===== config.mk =====
export PLATFORM = sky130hd
export DESIGN_NAME = hazard_unit
export DESIGN_NICKNAME = d
export VERILOG_FILES = /design/src/rtl/hazard_pkg.sv /design/src/rtl/forward_sel.sv /design/src/rtl/hazard_unit.sv
export SDC_FILE = /design/constraint.sdc
export NUM_CORES = 1
export LEC_CHECK = 0
export CORE_MARGIN = 10
export CORE_UTILIZATION = 36
export CTS_CLUSTER_DIAMETER = 50
export CTS_CLUSTER_SIZE = 20
export DETAILED_ROUTE_END_ITERATION = 7
export PLACE_DENSITY = 0.89
export SLEW_MARGIN = 5
export SYNTH_ARGS = -nofsm -noshare
export SYNTH_HDL_FRONTEND = slang
export SYNTH_SLANG_ARGS = --single-unit

===== constraint.sdc =====
create_clock -name clk -period 4.8 [get_ports clk]
set_clock_uncertainty 0.05 [all_clocks]
set_input_delay 1.44 -clock clk [delete_from_list [all_inputs] [get_ports clk]]
set_output_delay 1.44 -clock clk [all_outputs]
set_load 0.03 [all_outputs]

===== src/rtl/hazard_pkg.sv =====
// ============================================================================
// Module      : hazard_pkg
// Description : Shared types and constants for the pipeline hazard unit:
//               forwarding selects, result-source encoding and the
//               data-memory wait FSM states.
// Revision    : 1.0 - initial release
// ============================================================================
`default_nettype none

package hazard_pkg;

  // Execute-stage operand source select
  typedef enum logic [1:0] {
    FWD_RF  = 2'b00,
    FWD_WB  = 2'b01,
    FWD_MEM = 2'b10
  } fwd_sel_t;

  // resultsrc encoding that marks a load in execute
  localparam logic [1:0] RESULT_LOAD = 2'b01;

  // Data-memory wait state machine
  typedef enum logic [0:0] {
    RUN      = 1'b0,
    MEM_WAIT = 1'b1
  } mem_state_t;

endpackage

`default_nettype wire


===== src/rtl/forward_sel.sv =====
// ============================================================================
// Module      : forward_sel
// Description : Single-operand forwarding select. Memory-stage result wins
//               over writeback; register x0 is never forwarded.
// Revision    : 1.0 - initial release
// ============================================================================
`default_nettype none

module forward_sel
  import hazard_pkg::*;
#(
  parameter int REG_ADDR_WIDTH = 5
) (
  input  logic [REG_ADDR_WIDTH-1:0] i_rs,
  input  logic [REG_ADDR_WIDTH-1:0] i_rd_mem,
  input  logic                      i_regwrite_mem,
  input  logic [REG_ADDR_WIDTH-1:0] i_rd_wb,
  input  logic                      i_regwrite_wb,
  output fwd_sel_t                  o_sel
);

  // Prioritised compare: memory stage first, then writeback, else register file
  always_comb begin
    o_sel = FWD_RF;
    if (i_regwrite_mem && (i_rd_mem != '0) && (i_rd_mem == i_rs)) begin
      o_sel = FWD_MEM;
    end else if (i_regwrite_wb && (i_rd_wb != '0) && (i_rd_wb == i_rs)) begin
      o_sel = FWD_WB;
    end
  end

endmodule

`default_nettype wire


===== src/rtl/hazard_unit.sv =====
// ============================================================================
// Module      : hazard_unit
// Description : Pipeline hazard controller for the five-stage core. Produces
//               stall, flush and forwarding selects, and runs a data-memory
//               wait FSM that freezes the pipe during a pending access and
//               raises a sticky timeout flag.
//               Optional feature macro: HAZARD_PERF_EN adds saturating
//               stall_cycles / flush_events performance counters.
// Revision    : 1.0 - initial release
// ============================================================================
`default_nettype none

module hazard_unit
  import hazard_pkg::*;
#(
  parameter int REG_ADDR_WIDTH = 5,
  parameter int MAX_WAIT       = 16,
  parameter int CNT_WIDTH      = 32
) (
  input  logic                      clk,
  input  logic                      rst,
  input  logic [REG_ADDR_WIDTH-1:0] rs1d,
  input  logic [REG_ADDR_WIDTH-1:0] rs2d,
  input  logic [REG_ADDR_WIDTH-1:0] rs1e,
  input  logic [REG_ADDR_WIDTH-1:0] rs2e,
  input  logic [REG_ADDR_WIDTH-1:0] rde,
  input  logic [1:0]                resultsrce,
  input  logic                      pcsrce,
  input  logic [REG_ADDR_WIDTH-1:0] rdm,
  input  logic                      regwritem,
  input  logic                      memreqm,
  input  logic                      mem_ready,
  input  logic [REG_ADDR_WIDTH-1:0] rdw,
  input  logic                      regwritew,
  output logic                      stallf,
  output logic                      stalld,
  output logic                      stalle,
  output logic                      stallm,
  output logic                      flushd,
  output logic                      flushe,
  output logic                      flushw,
  output logic [1:0]                forwardae,
  output logic [1:0]                forwardbe,
  output logic                      mem_timeout
`ifdef HAZARD_PERF_EN
  ,
  output logic [CNT_WIDTH-1:0]      stall_cycles,
  output logic [CNT_WIDTH-1:0]      flush_events
`endif
);

  // Wait counter must be able to hold MAX_WAIT itself
  localparam int              CW    = $clog2(MAX_WAIT + 1);
  localparam logic [CW-1:0]   C_MAX = CW'(MAX_WAIT);
  localparam logic [CW-1:0]   C_ONE = CW'(1);

  // Elaboration-time parameter sanity
  if (MAX_WAIT < 1) begin : g_bad_max_wait
    $error("hazard_unit: MAX_WAIT must be >= 1");
  end
  if (CNT_WIDTH < 1) begin : g_bad_cnt_width
    $error("hazard_unit: CNT_WIDTH must be >= 1");
  end

  fwd_sel_t   w_fwd_a;
  fwd_sel_t   w_fwd_b;
  logic       w_memstall;
  logic       w_lwstall;
  mem_state_t r_state;
  mem_state_t w_state_next;
  logic [CW-1:0] r_cnt;
  logic [CW-1:0] w_cnt_next;
  logic       r_timeout;

  forward_sel #(.REG_ADDR_WIDTH(REG_ADDR_WIDTH)) u_fwd_a (
    .i_rs           (rs1e),
    .i_rd_mem       (rdm),
    .i_regwrite_mem (regwritem),
    .i_rd_wb        (rdw),
    .i_regwrite_wb  (regwritew),
    .o_sel          (w_fwd_a)
  );

  forward_sel #(.REG_ADDR_WIDTH(REG_ADDR_WIDTH)) u_fwd_b (
    .i_rs           (rs2e),
    .i_rd_mem       (rdm),
    .i_regwrite_mem (regwritem),
    .i_rd_wb        (rdw),
    .i_regwrite_wb  (regwritew),
    .o_sel          (w_fwd_b)
  );

  assign w_memstall = memreqm && !mem_ready;
  assign w_lwstall  = (resultsrce == RESULT_LOAD) && (rde != '0) &&
                      ((rde == rs1d) || (rde == rs2d));

  // FSM state register
  always_ff @(posedge clk) begin
    if (rst) begin
      r_state <= RUN;
    end else begin
      r_state <= w_state_next;
    end
  end

  // FSM next state: enter wait on a stalled access, leave once it resolves
  always_comb begin
    w_state_next = r_state;
    case (r_state)
      RUN:      if (w_memstall) w_state_next = MEM_WAIT;
      MEM_WAIT: if (mem_ready || !memreqm) w_state_next = RUN;
      default:  w_state_next = RUN;
    endcase
  end

  // Hazard outputs: reset forces flushes, a memory stall freezes everything
  // and defers redirects / load-use handling until the pipe advances
  always_comb begin
    stallf    = 1'b0;
    stalld    = 1'b0;
    stalle    = 1'b0;
    stallm    = 1'b0;
    flushd    = 1'b0;
    flushe    = 1'b0;
    flushw    = 1'b0;
    forwardae = FWD_RF;
    forwardbe = FWD_RF;
    if (rst) begin
      flushd = 1'b1;
      flushe = 1'b1;
      flushw = 1'b1;
    end else begin
      forwardae = w_fwd_a;
      forwardbe = w_fwd_b;
      if (w_memstall) begin
        stallf = 1'b1;
        stalld = 1'b1;
        stalle = 1'b1;
        stallm = 1'b1;
        flushw = 1'b1;
      end else begin
        stallf = w_lwstall;
        stalld = w_lwstall;
        flushd = pcsrce;
        flushe = pcsrce || w_lwstall;
      end
    end
  end

  // Wait counter next value: loads 1 on entry, saturates at MAX_WAIT
  always_comb begin
    w_cnt_next = '0;
    if (w_memstall) begin
      if (r_state == RUN) begin
        w_cnt_next = C_ONE;
      end else if (r_cnt == C_MAX) begin
        w_cnt_next = r_cnt;
      end else begin
        w_cnt_next = r_cnt + C_ONE;
      end
    end
  end

  // Wait counter and sticky timeout flag
  always_ff @(posedge clk) begin
    if (rst) begin
      r_cnt     <= '0;
      r_timeout <= 1'b0;
    end else begin
      r_cnt <= w_cnt_next;
      if (w_memstall && (w_cnt_next == C_MAX)) begin
        r_timeout <= 1'b1;
      end
    end
  end

  assign mem_timeout = r_timeout;

`ifdef HAZARD_PERF_EN
  logic [CNT_WIDTH-1:0] r_stall_cycles;
  logic [CNT_WIDTH-1:0] r_flush_events;

  // Saturating performance counters
  always_ff @(posedge clk) begin
    if (rst) begin
      r_stall_cycles <= '0;
      r_flush_events <= '0;
    end else begin
      if (stallf && (r_stall_cycles != '1)) begin
        r_stall_cycles <= r_stall_cycles + 1'b1;
      end
      if (pcsrce && !w_memstall && (r_flush_events != '1)) begin
        r_flush_events <= r_flush_events + 1'b1;
      end
    end
  end

  assign stall_cycles = r_stall_cycles;
  assign flush_events = r_flush_events;
`endif

endmodule

`default_nettype wire


==> flow_summary.ini, run 1 <==
[cells_and_area]
fin_cells = 186
areaGrowthSynthToFinish_pct = 78.4
multi_input_area_sq_um = 616
seq_area_sq_um = 140
antenna_cells = 0
layout.nets = 206
nFillCells = 164
drive_above_1_share_pct = 8.18
finish.instance_area_sq_mm = 0.00142

[sta]
hold_violations = 0
fin_hold_ws_ps = 458
period_share_pct = 96.9
worst_slew_pin_slew_ps = 413
grt_setup_unrepaired = false
timing.final.crit_period_ps = 4650
maxSlewViolCount = 0
timing.max_slew.rel_slack_pct = 72.1
max_clock_freq_mhz = 215
setup_viol = 0

[synthesis]
ys_ff_latch = 7
ys.warnings.count = 0
avgSynthCellArea_sq_um = 8.01
synthMuxAreaShare_pct = 0
syn_inst = 99
synth-adder-area-share_pct = 3.15
synthSimpleGateAreaFrac_pct = 28.9
synth_xor_area_share_pct = 37.5
yosysSeqAreaShare_pct = 17.7
synth_top_family_by_area = XOR/XNOR gates
ys_types = 27
syn_nets = 145
syn_area_sq_um = 793
synth_compound_area_share_pct = 8.04

[worst_hold_path]
hold_path_depth = 2
holdPathEnd = r_cnt[0]$_SDFF_PP0_
min_path_type = flop to flop
hp-start = r_state$_SDFF_PP0_

[run]
cap_violations = 0

[setup_path]
crit_fanout = 2
timing.rr.start = r_cnt[0]$_SDFF_PP0_
cp-start-kind = input port
worst-r2r-cell-count = 6
arrival_ps = 3160
crit_type = input port to primary output
end_kind = primary output
rr_endpoint = mem_timeout$_SDFFE_PP0P_
critical_path_required_ps = 3310
r2r_setup_slack_ps = 3170

[floorplan]
io_pins = 56
coreArea_sq_mm = 0.00202
initial_core_util_pct = 39.2
die_w_um = 66.9
die_area_sq_mm = 0.00448
dieHeight_um = 66.9
rows = 16

[route]
vias_per_cell = 5.02
drt-initial-drc-count = 56
drc = 0
postRouteWirelength_um = 3040
dr.pass1.iters = 4
wl_per_cell_um = 16.3
num_vias = 934
ant_nets = 0

[clock_network]
hold_buffers = 0
numCtsBuffers = 3
root_buffer = clkbuf_4
cts.sink_count = 7
cts_tree = built
clock_latency_ps = 260
path_clk_slew_ps = 50
ctsHtreeMaxLevel = 1
cts_buffer_depth = 2

[global_route]
gr-total-overflow = 0
grt_pass1_vias = 1086
grt_antenna_before_repair = 0
grt_pass1_wl_um = 4770
grtUsageTotal_pct = 13.5
grt_max_degree = 8

[outcome]
status = finished clean

[pwr]
peakVddDrop_v = 0.0000864
power_density_mw_per_mm2 = 148
p_total_uw = 210
p_leak_uw = 0.000589

[placed_design]
portBuffers = 55
placed_cells_incl_taps = 182
hpwl_um = 2670
gp_congestion = 0.855
dpl_cell_area_sq_mm = 0.00138
## critical path: stages
cell and delay (ps):
clkdlybuf4s50_1 450, nor2b_1 140, o21ai_1 80, or4_1 530, nor4_2 310, buf_4 210
## sequential cells by signal, summed over array words and instances, names as in the netlist
register     cells
r_cnt            5
mem_timeout      1
r_state          1
## where the power goes
part	internal, uW	leakage [uW]	switching [uW]	total (uW)
registers	58.9	0.0000567	0.532	59.4
logic	54.7	0.000517	41.2	96.0
clock network	31.8	0.0000150	22.5	54.2
## synthesized netlist by cell type (all sizes together)
master | instances | area [sq um]
nor3 | 4 | 20.0
nor4 | 4 | 37.5
ha | 2 | 25.0
clkbuf | 1 | 3.75
xnor2 | 12 | 105
nand2b | 4 | 25.0
o22ai | 1 | 6.26
o21ai | 3 | 18.8
dfxtp | 7 | 140
nor2b | 4 | 25.0
nand2 | 2 | 7.51
a41o | 1 | 10.0
inv | 5 | 18.8
nor2 | 9 | 33.8
o21a | 1 | 7.51
buf | 2 | 15.0
nand3 | 4 | 20.0
or4 | 5 | 37.5
a21oi | 1 | 5.00
o41ai | 1 | 8.76
a22oi | 1 | 7.51
xor2 | 22 | 193
nor4bb | 1 | 10.0
or3 | 2 | 12.5
## placed cells by master (no fill, tap or decap), types with 3 or more instances in the layout
cell	n
clkdlybuf4s50_1	43
nor3_1	4
dfxtp_1	7
xnor2_1	12
dlymetal6s2s_1	5
nand2b_1	4
nand3_1	4
xor2_1	22
nor2b_1	4
dlygate4sd2_1	4
buf_4	7
inv_1	5
clkbuf_4	3
nor2_1	9
or4_1	5
## per-layer routing
layer | vias to the layer above | GRT usage (%) | routed length, um
met2 | 36 | 26.7 | 1730
li1 | 458 | - | -
met3 | 6 | 4.18 | 198
met4 | 0 | 5.90 | 66
met5 | - | 0 | 0
met1 | 434 | 12.0 | 1050
## cell families (layout without fill, tap and decap cells)
family,after synthesis,after routing
flops,7,7
buf+inv,8,68
fa+ha+maj,2,2
xor+xnor,34,34
compound gates,9,9
simple gates,39,39
## timing repair
action                     4_1_cts  5_1_grt
resized for setup                4        5
setup buffers                    0        0
pin swaps                        0        3
setup endpoints to repair        4        2
## how the worst max path moves through the flow
stage	start	end	cells past startpoint
after global routing	rde[1]	stalld	6
after detailed placement	rde[1]	stalld	6
after floorplan	rde[2]	flushe	4
after CTS	rdm[3]	forwardae[0]	6
after global placement	rde[1]	stallf	6
final	regwritew	forwardae[0]	6
## metrics by stage
stage	TNS [ps]	worst slack (ps)	utilization, %
floorplan	0	326	-
global placement	-66.8	-31.5	68.3
detailed placement	-259	-93.4	68.3
CTS	0	33.8	69.4
global route	0	25.9	70.0
finish	0	147	70.0
## final cells by class
cell class / instances / share of cell area, %
sequential: 7 / 9.90
tap: 27 / 2.39
clock buffer: 4 / 1.86
timing repair buffer: 59 / 41.0
inverter: 5 / 1.33
multi-input combinational: 84 / 43.5
(Power assumes the default switching activity.)
==> run 2, diff against run 1 <==
--- a/config.mk
+++ b/config.mk
@@ -6,12 +6,11 @@
 export NUM_CORES = 1
 export LEC_CHECK = 0
 export CORE_MARGIN = 10
-export CORE_UTILIZATION = 36
+export CORE_UTILIZATION = 31
 export CTS_CLUSTER_DIAMETER = 50
 export CTS_CLUSTER_SIZE = 20
 export DETAILED_ROUTE_END_ITERATION = 7
-export PLACE_DENSITY = 0.89
-export SLEW_MARGIN = 5
+export PLACE_DENSITY = 0.82
 export SYNTH_ARGS = -nofsm -noshare
 export SYNTH_HDL_FRONTEND = slang
 export SYNTH_SLANG_ARGS = --single-unit
==> constraint.sdc (replaced) <==
create_clock -name clk -period 4 [get_ports clk]
set_clock_uncertainty 0.05 [all_clocks]
set_input_delay 1.2 -clock clk [delete_from_list [all_inputs] [get_ports clk]]
set_output_delay 1.2 -clock clk [all_outputs]
set_load 0.01 [all_outputs]
==> flow_summary.ini, run 2 (synthesis gave the netlist of run 1 again) <==
[cells_and_area]
finish.instance_area_sq_mm = 0.00158
areaGrowthSynthToFinish_pct = 98.6
nFillCells = 213
multi_input_area_sq_um = 677
largest_reg_flops = 5
mostFrequentLayoutCells = clkdlybuf4s50_1, xor2_1, buf_4
drive_above_1_share_pct = 25.1
antenna_cells = 0
layout.nets = 222
final_common_cell = clkdlybuf4s50_1
final_util_pct = 64.2
seq_area_sq_um = 140
regMostFlops = r_cnt

[floorplan]
die_w_um = 70.6
coreArea_sq_mm = 0.00245
io_pins = 56
rows = 18
initial_core_util_pct = 32.3
dieHeight_um = 70.6
die_area_sq_mm = 0.00498

[sta]
timing.final.crit_period_ps = 4010
setup_viol = 1
setup_slack_ps = -12.4
period_share_pct = 100
timing.max_slew.rel_slack_pct = 73.6
maxSlewViolCount = 0
worst_slew_pin_slew_ps = 391
fin_hold_ws_ps = 470
max_clock_freq_mhz = 249
hold_violations = 0
grt_setup_unrepaired = true

[route]
vias_per_cell = 4.72
postRouteWirelength_um = 3190
dr.pass1.iters = 4
ant_nets = 0
wl_per_cell_um = 15.6
num_vias = 968
drt-initial-drc-count = 17
drc = 0

[pwr]
switchingPower_uw = 77.5
peakVddDrop_v = 0.0000806
power_density_mw_per_mm2 = 164
power.share.switching_pct = 29.9
p_total_uw = 259
internal_power_uw = 181
clkPwrFrac_pct = 24.5
p_leak_uw = 0.000690
pwr-share-seq_pct = 27.5
combPwrFrac_pct = 48.0

[global_route]
grt_antenna_before_repair = 0
grt_pass1_vias = 1130
grt_pass1_wl_um = 5020
grtUsageTotal_pct = 12.2
gr-total-overflow = 0
grt_max_degree = 11

[placed_design]
hpwl_um = 2670
dpl_cell_area_sq_mm = 0.00151
gp_congestion = 0.879
portBuffers = 55

[setup_path]
crit_fanout = 2
crit_start = regwritew
end_kind = primary output
crit_buf_inv = 2
path_cells = clkdlybuf4s50_1 -> nor2b_2 -> o21ai_1 -> or4_4 -> nor4_4 -> buf_2
timing.rr.start = r_cnt[0]$_SDFF_PP0_
critical-path-slowest-cell = clkdlybuf4s50_1
crit_family = simple AND/OR/NAND/NOR gates
cp-start-kind = input port
arrival_ps = 2760
crit_type = input port to primary output
critical_path_required_ps = 2750
max_stage_delay_ps = 450

[worst_hold_path]
min_path_type = flop to flop
hp-start = r_state$_SDFF_PP0_

[outcome]
status = complete, but fails checks
violations = negative setup slack

[clock_network]
path_clk_slew_ps = 50
hold_buffers = 0
cts_tree = built
cts.sink_count = 7
root_buffer = clkbuf_4
ctsHtreeMaxLevel = 1
clock_latency_ps = 250
numCtsBuffers = 3
cts_buffer_depth = 2

[run]
cap_violations = 0
## run 2: cell types whose count changed in the layout (fill, tap and decap cells not counted), sizes merged
cell,previous run,this run
buf,7,24
clkdlybuf4s50,43,27
dlygate4sd2,4,14
clkdlybuf4s15,0,3
clkbuf,4,5
dlymetal6s2s,5,6
## run 2: routing by layer
layer  GRT usage [%]  up-vias  wire length (um)  part of all wire, %
met4            4.30        0                26                 0.82
met3            5.44        4               229                  7.2
met5               0        -                 0                    0
li1                -      490                 -                    -
met2            25.4       34              1890                   59
met1            9.49      440              1050                   33
## run 2: timing repair
item,in CTS,in global routing
endpoints found under the setup margin,7,8
setup buffers,2,0
endpoints found under the hold margin,0,0
pin swaps,8,3
gates resized for setup,50,14
## run 2: path summary, 6_finish.rpt
path | to | slack (ps) | cells past startpoint
setup / recovery | forwardae[0] | -10 | 6
hold / removal | r_cnt[0]$_SDFF_PP0_ | 470 | 2
setup reg to reg | mem_timeout$_SDFFE_PP0P_ | 2420 | 6
hold reg to reg | r_cnt[0]$_SDFF_PP0_ | 470 | 2
## run 2: worst min-delay path, stage by stage (launching register included)
cell	delay (ps)
dfxtp_1	290
inv_1	70
o21a_1	130
## run 2: area by class of cell
type | count | share of cell area (%)
sequential | 7 | 8.90
multi-input combinational | 84 | 43.0
inverter | 5 | 1.19
clock buffer | 4 | 1.67
timing repair buffer | 75 | 42.9
tap | 30 | 2.38
## run 2: power groups by stage
| stage | logic [uW] | registers (uW) | clock network, uW |
|---|---|---|---|
| final | 124 | 71.3 | 63.4 |
| after global placement | 118 | 72.6 | 0 |
| after detailed placement | 122 | 72.7 | 0 |
| after global routing | 134 | 71.2 | 66.4 |
| after floorplan | 40.6 | 72.6 | 0 |
| after CTS | 121 | 71.3 | 65.7 |
## run 2: stage by stage
step / setup TNS, ps / setup WS (ps) / instances
after global placement: -2370 / -488 / 200
after global routing: -74.1 / -57.5 / 205
after floorplan: 0 / 402 / 99
after detailed placement: -2700 / -512 / 200
final: -12.4 / -12.4 / 205
after CTS: 0 / 3.80 / 206
==> run 3, diff against run 2 <==
--- a/config.mk
+++ b/config.mk
@@ -8,9 +8,9 @@
 export CORE_MARGIN = 10
 export CORE_UTILIZATION = 31
 export CTS_CLUSTER_DIAMETER = 50
-export CTS_CLUSTER_SIZE = 20
+export CTS_CLUSTER_SIZE = 14
 export DETAILED_ROUTE_END_ITERATION = 7
-export PLACE_DENSITY = 0.82
+export PLACE_DENSITY = 0.75
 export SYNTH_ARGS = -nofsm -noshare
 export SYNTH_HDL_FRONTEND = slang
 export SYNTH_SLANG_ARGS = --single-unit
==> flow_summary.ini, run 3 (synthesis gave the netlist of run 1 again) <==
[outcome]
status = finished clean

[cells_and_area]
areaGrowthSynthToFinish_pct = 102
fin_cells = 208
mostFrequentLayoutCells = clkdlybuf4s50_1, xor2_1, buf_4
antenna_cells = 0
final_common_cell = clkdlybuf4s50_1
finish.instance_area_sq_mm = 0.00160
layout.nets = 225
largest_reg_flops = 5
regMostFlops = r_cnt
drive_above_1_share_pct = 25.3

[sta]
worst_slew_pin_slew_ps = 378
maxSlewViolCount = 0
hold_violations = 0
max_clock_freq_mhz = 253
timing.final.crit_period_ps = 3950
timing.max_slew.rel_slack_pct = 74.5
setup_viol = 0
grt_setup_unrepaired = false
period_share_pct = 98.8
fin_hold_ws_ps = 470

[setup_path]
arrival_ps = 2700
crit_type = input port to primary output
cp-start-kind = input port
end_kind = primary output
critical_path_required_ps = 2750
crit_fanout = 2

[floorplan]
io_pins = 56
coreArea_sq_mm = 0.00245
die_area_sq_mm = 0.00498
dieHeight_um = 70.6
die_w_um = 70.6
initial_core_util_pct = 32.3
rows = 18

[global_route]
grt_pass1_wl_um = 5220
grtUsageTotal_pct = 12.4
gr-total-overflow = 0
met2_usage_pct = 24.8
grt.busiest_layer = met2
grt_antenna_before_repair = 0
grt_use_met3_pct = 4.60
grt_max_degree = 11
grt_pass1_vias = 1203
use_met1_pct = 11.0

[clock_network]
cts.sink_count = 7
root_buffer = clkbuf_4
ctsHtreeMaxLevel = 1
numCtsBuffers = 3
cts_buffer_depth = 2
cts_tree = built
path_clk_slew_ps = 50
clock_latency_ps = 250

[pwr]
p_total_uw = 264
p_leak_uw = 0.000700
peakVddDrop_v = 0.000146
power_density_mw_per_mm2 = 165

[worst_hold_path]
min_path_type = flop to flop

[route]
dr.pass1.iters = 4
wl_per_cell_um = 15.4
drt-initial-drc-count = 25
vias_per_cell = 4.78
postRouteWirelength_um = 3200
drc = 0
ant_nets = 0
num_vias = 994

[placed_design]
gp_congestion = 0.833
portBuffers = 55
hpwl_um = 2760
dpl_cell_area_sq_mm = 0.00151
placed_cells_incl_taps = 201

[run]
cap_violations = 0
-- run 3: metal layers --
layer  share of wire [%]  routed length (um)
met3                 7.1                 228
met4                 2.7                  85
met5                   0                   0
met1                  36                1150
met2                  54                1730
-- run 3: path summary, 6_finish.rpt --
kind	from	slack, ps	cells past startpoint	endpoint
worst min register to register	r_state$_SDFF_PP0_	470	2	r_cnt[0]$_SDFF_PP0_
worst max register to register	r_cnt[0]$_SDFF_PP0_	2400	6	mem_timeout$_SDFFE_PP0P_
worst min-delay path	r_state$_SDFF_PP0_	470	2	r_cnt[0]$_SDFF_PP0_
worst max-delay path	rs2e[3]	50	5	forwardbe[0]
-- run 3: layout make-up --
class	count	area (sq um)
Clock buffer	4	26.3
Fill cell	204	852
Inverter	5	18.8
Multi-Input combinational cell	84	679
Sequential cell	7	140
Tap cell	30	37.5
Timing Repair Buffer	78	701
-- run 3: metrics by stage --
stage / utilization [%] / setup TNS (ps) / setup slack [ps]
CTS: 63.9 / 0 / 2.57
detailed placement: 61.6 / -2700 / -535
floorplan: - / 0 / 402
global placement: 61.6 / -2460 / -533
finish: 65.3 / 0 / 47.6
global route: 65.3 / 0 / 2.34
-- run 3: report_power, final --
group | internal, uW | switching, uW | total, uW | leakage, uW
Clock | 38.1 | 27.2 | 65.4 | 0.0000150
Combinational | 75.3 | 52.1 | 127 | 0.000628
Sequential | 70.6 | 0.609 | 71.2 | 0.0000567
Total | 184 | 79.9 | 264 | 0.000700
-- run 3: critical path: stages --
cell,delay (ps)
clkdlybuf4s50_1,440
xor2_1,150
or4_4,450
nor4_4,280
buf_2,180
-- run 3: timing repair --
action	4_1_cts	5_1_grt
buffers inserted	3	0
pin swaps	6	3
hold buffers	0	0
gates cloned	0	0
gates resized for setup	46	13
setup endpoints to repair	7	7
